## config.mk

```make
export PLATFORM = sky130hd
export DESIGN_NAME = uart_rx_flat
export DESIGN_NICKNAME = d
export VERILOG_FILES = /design/src/rtl/uart_rx_if.sv /design/src/rtl/uart_rx.sv /design/src/flat_wrapper.sv
export SDC_FILE = /design/constraint.sdc
export NUM_CORES = 1
export LEC_CHECK = 0
export ABC_CLOCK_PERIOD_IN_PS = 3300
export BUFFER_PORTS_ARGS = -buffer_cell sky130_fd_sc_hd__buf_4
export CAP_MARGIN = 20
export CORE_ASPECT_RATIO = 0.7
export CORE_MARGIN = 2
export CORE_UTILIZATION = 28
export DETAILED_ROUTE_END_ITERATION = 16
export SETUP_SLACK_MARGIN = 0.1
export SLEW_MARGIN = 20
export SYNTH_ARGS = -nofsm -noshare
export SYNTH_HDL_FRONTEND = slang
export SYNTH_SLANG_ARGS = --single-unit
```

## constraint.sdc

```tcl
create_clock -name clk -period 3.3 [get_ports clk]
set_clock_uncertainty 0.2 [all_clocks]
set_input_delay 0.825 -clock clk [delete_from_list [all_inputs] [get_ports clk]]
set_output_delay 0.825 -clock clk [all_outputs]
set_load 0.03 [all_outputs]
```

## src/rtl/uart_rx_if.sv

```systemverilog
// Receive-side stream bundle for uart_rx: FIFO head byte, valid/ready handshake
// and the two error pulses.
interface uart_rx_if;
    logic [7:0] rdata;
    logic       rvalid;
    logic       rready;
    logic       overflow;
    logic       frame_err;

    modport master (
        output rdata,
        output rvalid,
        output overflow,
        output frame_err,
        input  rready
    );

    modport slave (
        input  rdata,
        input  rvalid,
        input  overflow,
        input  frame_err,
        output rready
    );
endinterface

```

## src/rtl/uart_rx.sv

```systemverilog
// 8N1 UART receiver with mid-bit sampling, break detection and a first-word-fall-through
// byte FIFO presented on a valid/ready stream.
module uart_rx #(
    parameter int CLK_DIV    = 868,
    parameter int FIFO_ASIZE = 4
) (
    input  logic      clk,
    input  logic      rst,
    input  logic      i_uart_rx,
    uart_rx_if.master bus
);
    localparam int              CW        = $clog2(CLK_DIV);
    localparam int              DEPTH     = 1 << FIFO_ASIZE;
    localparam logic [CW-1:0]   HALF_LAST = CW'(CLK_DIV / 2 - 1);
    localparam logic [CW-1:0]   BIT_LAST  = CW'(CLK_DIV - 1);

    typedef enum logic [2:0] {
        S_IDLE,
        S_START,
        S_DATA,
        S_STOP,
        S_BREAK
    } state_t;

    state_t                r_state;
    state_t                w_next;
    logic [1:0]            r_sync;
    logic                  w_rxs;
    logic [CW-1:0]         r_cnt;
    logic [2:0]            r_idx;
    logic [7:0]            r_sr;
    logic                  w_half;
    logic                  w_bit_end;
    logic                  w_cnt_run;
    logic                  w_shift;
    logic                  w_good;
    logic                  w_bad;

    logic [FIFO_ASIZE:0]   r_wptr;
    logic [FIFO_ASIZE:0]   r_rptr;
    logic [7:0]            r_mem [DEPTH];
    logic                  w_empty;
    logic                  w_full;
    logic                  w_pop;
    logic                  w_push;
    logic                  r_overflow;
    logic                  r_frame_err;

    // Both stages reset to the idle level so reset never looks like a start edge.
    always_ff @(posedge clk) begin
        if (rst) begin
            r_sync <= 2'b11;
        end else begin
            r_sync <= {r_sync[0], i_uart_rx};
        end
    end

    assign w_rxs     = r_sync[1];
    assign w_half    = (r_cnt == HALF_LAST);
    assign w_bit_end = (r_cnt == BIT_LAST);

    always_ff @(posedge clk) begin
        if (rst) begin
            r_state <= S_IDLE;
        end else begin
            r_state <= w_next;
        end
    end

    always_comb begin
        w_next = r_state;
        unique case (r_state)
            S_IDLE: begin
                if (!w_rxs) w_next = S_START;
            end
            S_START: begin
                if (w_half) w_next = w_rxs ? S_IDLE : S_DATA;
            end
            S_DATA: begin
                if (w_bit_end && (r_idx == 3'd7)) w_next = S_STOP;
            end
            S_STOP: begin
                // Leaving at mid-stop leaves half a bit to catch a back-to-back start edge.
                if (w_bit_end) w_next = w_rxs ? S_IDLE : S_BREAK;
            end
            S_BREAK: begin
                if (w_rxs) w_next = S_IDLE;
            end
            default: w_next = S_IDLE;
        endcase
    end

    always_comb begin
        w_cnt_run = 1'b0;
        w_shift   = 1'b0;
        w_good    = 1'b0;
        w_bad     = 1'b0;
        unique case (r_state)
            S_START: begin
                w_cnt_run = !w_half;
            end
            S_DATA: begin
                w_cnt_run = !w_bit_end;
                w_shift   = w_bit_end;
            end
            S_STOP: begin
                w_cnt_run = !w_bit_end;
                w_good    = w_bit_end && w_rxs;
                w_bad     = w_bit_end && !w_rxs;
            end
            default: begin
                w_cnt_run = 1'b0;
            end
        endcase
    end

    always_ff @(posedge clk) begin
        if (rst) begin
            r_cnt <= '0;
            r_idx <= 3'd0;
            r_sr  <= 8'h00;
        end else begin
            r_cnt <= w_cnt_run ? r_cnt + 1'b1 : '0;
            if (r_state != S_DATA) begin
                r_idx <= 3'd0;
            end else if (w_shift) begin
                r_idx <= r_idx + 3'd1;
            end
            if (w_shift) begin
                r_sr <= {w_rxs, r_sr[7:1]};
            end
        end
    end

    // Pointers carry one extra wrap bit to tell full from empty.
    assign w_empty = (r_wptr == r_rptr);
    assign w_full  = (r_wptr[FIFO_ASIZE] != r_rptr[FIFO_ASIZE]) &&
                     (r_wptr[FIFO_ASIZE-1:0] == r_rptr[FIFO_ASIZE-1:0]);
    assign w_pop   = !w_empty && bus.rready;
    assign w_push  = w_good && (!w_full || w_pop);

    always_ff @(posedge clk) begin
        if (rst) begin
            r_wptr      <= '0;
            r_rptr      <= '0;
            r_overflow  <= 1'b0;
            r_frame_err <= 1'b0;
        end else begin
            if (w_push) r_wptr <= r_wptr + 1'b1;
            if (w_pop)  r_rptr <= r_rptr + 1'b1;
            r_overflow  <= w_good && !w_push;
            r_frame_err <= w_bad;
        end
    end

    // When full with a same-cycle pop, the write lands in the slot being vacated.
    always_ff @(posedge clk) begin
        if (w_push && !rst) begin
            r_mem[r_wptr[FIFO_ASIZE-1:0]] <= r_sr;
        end
    end

    assign bus.rvalid    = !w_empty;
    assign bus.rdata     = w_empty ? 8'h00 : r_mem[r_rptr[FIFO_ASIZE-1:0]];
    assign bus.overflow  = r_overflow;
    assign bus.frame_err = r_frame_err;

endmodule

```

## src/flat_wrapper.sv

```systemverilog
// flat-port wrapper written by rule: the top's interface ports become plain ports
module uart_rx_flat 
#(
    parameter int CLK_DIV    = 868,
    parameter int FIFO_ASIZE = 4
)
  (clk, rst, i_uart_rx, bus_rdata, bus_rvalid, bus_overflow, bus_frame_err, bus_rready);
  uart_rx_if bus_i ();
  input  logic clk;
  input  logic rst;
  input  logic i_uart_rx;
  output wire logic [$bits(bus_i.rdata)-1:0] bus_rdata;
  output wire logic [$bits(bus_i.rvalid)-1:0] bus_rvalid;
  output wire logic [$bits(bus_i.overflow)-1:0] bus_overflow;
  output wire logic [$bits(bus_i.frame_err)-1:0] bus_frame_err;
  input wire logic [$bits(bus_i.rready)-1:0] bus_rready;
  assign bus_rdata = bus_i.rdata;
  assign bus_rvalid = bus_i.rvalid;
  assign bus_overflow = bus_i.overflow;
  assign bus_frame_err = bus_i.frame_err;
  assign bus_i.rready = bus_rready;
  uart_rx #(.CLK_DIV(CLK_DIV), .FIFO_ASIZE(FIFO_ASIZE)) u_core (.clk(clk), .rst(rst), .i_uart_rx(i_uart_rx), .bus(bus_i));
endmodule
```

==> qor.yml, run 1 <==
fp.dieW_um: 191
rows: 47
hp-class: "reg -> reg"
dp_hpwl_mm: 8.95
cts_tree: "yes"
synth_common_cells: "edfxtp_1 (128), dfxtp_1 (42), mux4_2 (32)"
areaGrowthSynthToFinish_pct: 17.7
fin_total_pwr_mw: 4.26
crit_fanout: 16
nets: 483
start_kind: "register"
die_h_um: 135
core_um2: 23800
reg2reg_from: "u_core.r_cnt[0]"
pre_cts_ws_ns: 0.447
yosysSeqAreaShare_pct: 68.5
antenna_cells: 0
synth_area_um2: 6840
grt_pass1_vias: 3872
fin_util_pct: 33.8
cts_hold_buf: 0
clock_path_buffers: 2
worstMarginPinSlew_ns: 0.822
rsz0062_at_grt: "yes"
outcome: "finished, final reports clean"
ys_async_sr_fraction_pct: 0
p_leak_nw: 2.57
cap_violations: 0
drive_gt1_share_pct: 24.2
syn_area_per_cell_um2: 15.5
grt-ovfl-total: 0
antenna_found_initial: 0
clock-sinks: 170
vdd_ir_drop_max_mv: 0.407
route.detailed.drc: 0
timing.hold.ws_ns: 0.209
critPathKind: "reg -> out"
via_count: 3796
avgRoutedWirePerCell_um: 17.2
relSlewSlack_pct: 45.1
setup_viol: 0
ant_nets: 0
drt-pass1-iter-count: 4
fmax_ghz: 0.317
io_buffers: 14
dp.cells: 768
die-area_um2: 25700
powerDensity_nw_per_um2: 529
worstPathRequired_ns: 2.27
fin_cells: 801
cts_buffers: 17
fin_crit_sh_pct: 95.6
viasPerCell: 4.74
setup_tns_ns: 0
ys_seq_elements: 170
initial_utilization_pct: 28.7
io_pins: 15
setup_ws_ns: 0.144
finalInstanceArea_um2: 8050
first_iter_violations: 308
grt_pass1_wl_mm: 21.7
drv_slew: 0
postSynthNetCount: 454
htree_levels: 4
yosysTopAreaCellShare_pct: 56.2
ctsRootBufferMaster: "clkbuf_16"
min_from: "u_core.r_sync[0]"
finalCriticalPeriod_ns: 3.16
cp_data_arrival_time_ns: 2.13
track_usage_pct: 11.5
ys_top_cells_by_area: "edfxtp_1 (56%), dfxtp_1 (12%), mux4_2 (11%)"
synth_edf_count: 128
cts_setup_buffers: 0
yosysMostFrequentCell: "edfxtp_1"
drt_wl_total_mm: 13.8
clock_latency_ns: 0.43
yosysWarnings: 0
clkTransAtPathRegs_ns: 0.07
yosys.area.top_type: "edfxtp_1"
hold_viol: 0
grt_max_degree: 37
dpl-instance-area_um2: 7410
synth_flop_cell: "edfxtp_1"
syn-instance-count: 441
end_kind: "output port"
gp_congestion: 0.756
synthDistinctLibCells: 47
==> worst paths after layout <==
check	endpoint	slack, ns	cells after the start
hold reg to reg	u_core.r_sync[1]	0.21	1
hold / removal	u_core.r_sync[1]	0.21	1
setup reg to reg	u_core.r_mem[1][7]	0.74	5
setup / recovery	bus_rdata[4]	0.14	5
==> per-layer routing <==
layer	track usage (%)	routed length, µm	up-vias	share of wire [%]
met5	0	0	-	0
met4	4.95	208	0	1.5
met3	2.96	602	14	4.4
met2	17.8	6410	75	46
met1	15.3	6580	1951	48
li1	-	-	1756	-
==> area by class of cell <==
type / count / area, µm²
Tap cell: 318 / 398
Clock buffer: 17 / 425
Multi-Input combinational cell: 236 / 2020
Clock inverter: 15 / 176
Sequential cell: 170 / 4690
Inverter: 8 / 30.0
Timing Repair Buffer: 37 / 320
Fill cell: 2240 / 15800
==> registers in the layout, summed over array words and instances, names as in the netlist, named ones only <==
signal,count
u_core.r_state,3
u_core.r_idx,3
u_core.r_wptr,5
u_core.bus.overflow,1
u_core.bus.frame_err,1
u_core.r_sync,2
u_core.r_rptr,5
u_core.r_sr,8
u_core.r_cnt,10
u_core.r_mem,128
==> worst max-delay path, stage by stage (launching register included) <==
cell	delay, ns
dfxtp_2	0.41
buf_12	0.21
mux4_2	0.54
o22ai_1	0.28
nor3_1	0.08
buf_4	0.18
==> report_power, final <==
part	internal (mW)	leakage (nW)	switching [mW]	total (mW)
clock network	1.02	0.291	0.945	1.97
registers	2.27	1.52	0.00376	2.27
logic	0.00814	0.758	0.0142	0.0224
total	3.30	2.57	0.963	4.26
==> cells in the final DEF, fill, tap and decap left out, types with 2 or more instances in the layout <==
cell type,n
edfxtp_1,128
dfxtp_1,41
buf_4,34
mux4_2,32
nor2_1,30
nand2_1,28
a21oi_1,18
clkbuf_16,18
o22ai_1,14
nor3_1,13
xnor2_1,13
nor4_1,11
ha_1,9
inv_1,8
nand2b_1,7
xor2_1,6
nand4_1,6
inv_8,5
clkinv_8,5
or2_2,4
o21ai_0,4
nor4b_1,3
mux2i_1,3
and3_1,3
nand3_1,3
o22ai_2,2
a211o_1,2
or4_1,2
o21a_1,2
or3_1,2
inv_6,2
buf_12,2
==> timing repair <==
item | CTS | global route
cloned | 0 | 1
setup endpoints to repair | 9 | 9
resized for setup | 2 | 3
==> logic make-up (layout without fill, tap and decap cells) <==
kind of cell | after synthesis | count (layout) | synth area share [%]
and+or+nand+nor | 127 | 127 | 9.99
buffers and inverters | 35 | 77 | 2.32
muxes | 36 | 36 | 11.1
xor gates and xnor gates | 20 | 20 | 2.67
adders and majority gates | 9 | 9 | 1.65
AOI/OAI and AO/OA | 44 | 44 | 3.77
DFF | 170 | 170 | 68.5
Power figures use the tool's default switching activity.
==> run 2, diff against run 1 <==
Settings changed: PLACE_DENSITY set to 0.51.
==> qor.yml, run 2 (synthesis gave the netlist of run 1 again) <==
fin_crit_sh_pct: 96.4
rrSetupSlack_ns: 0.73
gp_congestion: 0.775
cts_tree: "yes"
relSlewSlack_pct: 44.7
reg2reg_from: "u_core.r_cnt[0]"
dp_hpwl_mm: 9.32
die-area_um2: 25700
initial_utilization_pct: 28.7
first_iter_violations: 414
rows: 47
finalInstanceArea_um2: 8040
nets: 482
finalCriticalPeriod_ns: 3.18
rsz0062_at_grt: "yes"
route.detailed.drc: 0
powerDensity_nw_per_um2: 531
cts_setup_buffers: 0
clock_path_buffers: 2
drive_gt1_share_pct: 24.1
min_from: "u_core.r_sync[0]"
grt-ovfl-total: 0
reg2reg_depth: 5
ctsRootBufferMaster: "clkbuf_16"
worstPathRequired_ns: 2.27
grt_pass1_vias: 3709
setup_viol: 0
cts_buffers: 17
path_delay_family: "multiplexers"
fmax_ghz: 0.314
htree_levels: 4
fill_cells: 2244
cp_num_buf_inv: 2
viasPerCell: 4.75
fp.dieW_um: 191
drt_wl_total_mm: 14.4
crit_slowest_cell: "mux4_2"
layout_commonest_cell: "edfxtp_1"
io_pins: 15
cap_violations: 0
cp_data_arrival_time_ns: 2.16
end_kind: "output port"
hp-class: "reg -> reg"
areaGrowthSynthToFinish_pct: 17.5
largest_reg_flops: 128
ant_nets: 0
grt_max_degree: 37
crit_path_end: "bus_rdata[3]"
p_leak_nw: 2.57
via_count: 3796
grt_pass1_wl_mm: 22.1
dpl-instance-area_um2: 7400
worstMarginPinSlew_ns: 0.828
outcome: "finished, final reports clean"
die_h_um: 135
vdd_ir_drop_max_mv: 0.358
path_cells: "buf_12, mux4_2, o22ai_1, nor3_1, buf_4"
setup_tns_ns: 0
r2r_end: "u_core.r_mem[6][4]"
hold_viol: 0
clock_latency_ns: 0.43
track_usage_pct: 11.8
crit_cells: 5
drv_slew: 0
crit_fanout: 18
avgRoutedWirePerCell_um: 18.0
clkTransAtPathRegs_ns: 0.07
max_stage_delay_ns: 0.53
io_buffers: 14
start_kind: "register"
layout_common_cells: "edfxtp_1 (128), dfxtp_1 (41), buf_4 (33)"
critPathKind: "reg -> out"
clock-sinks: 170
core_um2: 23800
antenna_found_initial: 0
drt-pass1-iter-count: 5
antenna_cells: 0
run 2: changes by cell type in the layout (fill, tap and decap cells not counted), sizes merged:
cell	change
clkinv	-1
inv	+2
clkinvlp	-1
buf	-1
run 2: what timing repair did:
action	4_1_cts	5_1_grt
endpoints found under the hold margin	0	0
gates cloned	0	1
gates resized for setup	2	3
setup endpoints to repair	9	9
hold buffers	0	0
run 2: final cells by class:
type | instances | area (µm²) | area share [%]
flip-flops and latches | 170 | 4690 | 58.3
repair buffers | 36 | 313 | 3.89
multi-input cells | 236 | 2020 | 25.1
clock buffers | 17 | 425 | 5.29
inverters | 8 | 30.0 | 0.373
well taps | 318 | 398 | 4.95
clock inverters | 15 | 170 | 2.12
run 2: stage by stage:
step                setup WS [ns]  hold slack [ns]  std cells  utilization (%)  power [mW]
global placement            0.531            0.204        767             31.1        2.34
global route               0.0927            0.236        800             33.8        4.38
detailed placement          0.500            0.204        767             31.1        2.34
CTS                         0.117            0.220        799             33.6        4.31
floorplan                   0.281            0.189        441                -        2.34
finish                      0.119            0.216        800             33.8        4.27
run 2: where the power goes:
group | switching (mW) | internal [mW]
clock | 0.953 | 1.02
combinational | 0.0140 | 0.00810
sequential | 0.00369 | 2.27
run 2: routing by layer:
layer,share of wire (%),GRT usage (%)
met2,46,17.9
met1,48,16.5
met3,4.6,2.73
met4,1.0,4.13
met5,0,0
run 2: how the worst min path moves through the flow:
stage,end,slack (ns),cells past startpoint
floorplan,u_core.r_sync[1],0.19,1
global placement,u_core.r_sync[1],0.20,1
detailed placement,u_core.r_sync[1],0.20,1
CTS,u_core.r_sync[1],0.22,1
global route,u_core.r_sync[1],0.24,1
finish,u_core.r_sync[1],0.22,1
run 2: worst reg2reg max path: stages, from the launching register on:
cell and delay [ns]:
dfxtp_1 0.37, ha_1 0.26, nand4_1 0.22, a211o_1 0.56, nor4b_1 0.42, buf_4 0.26
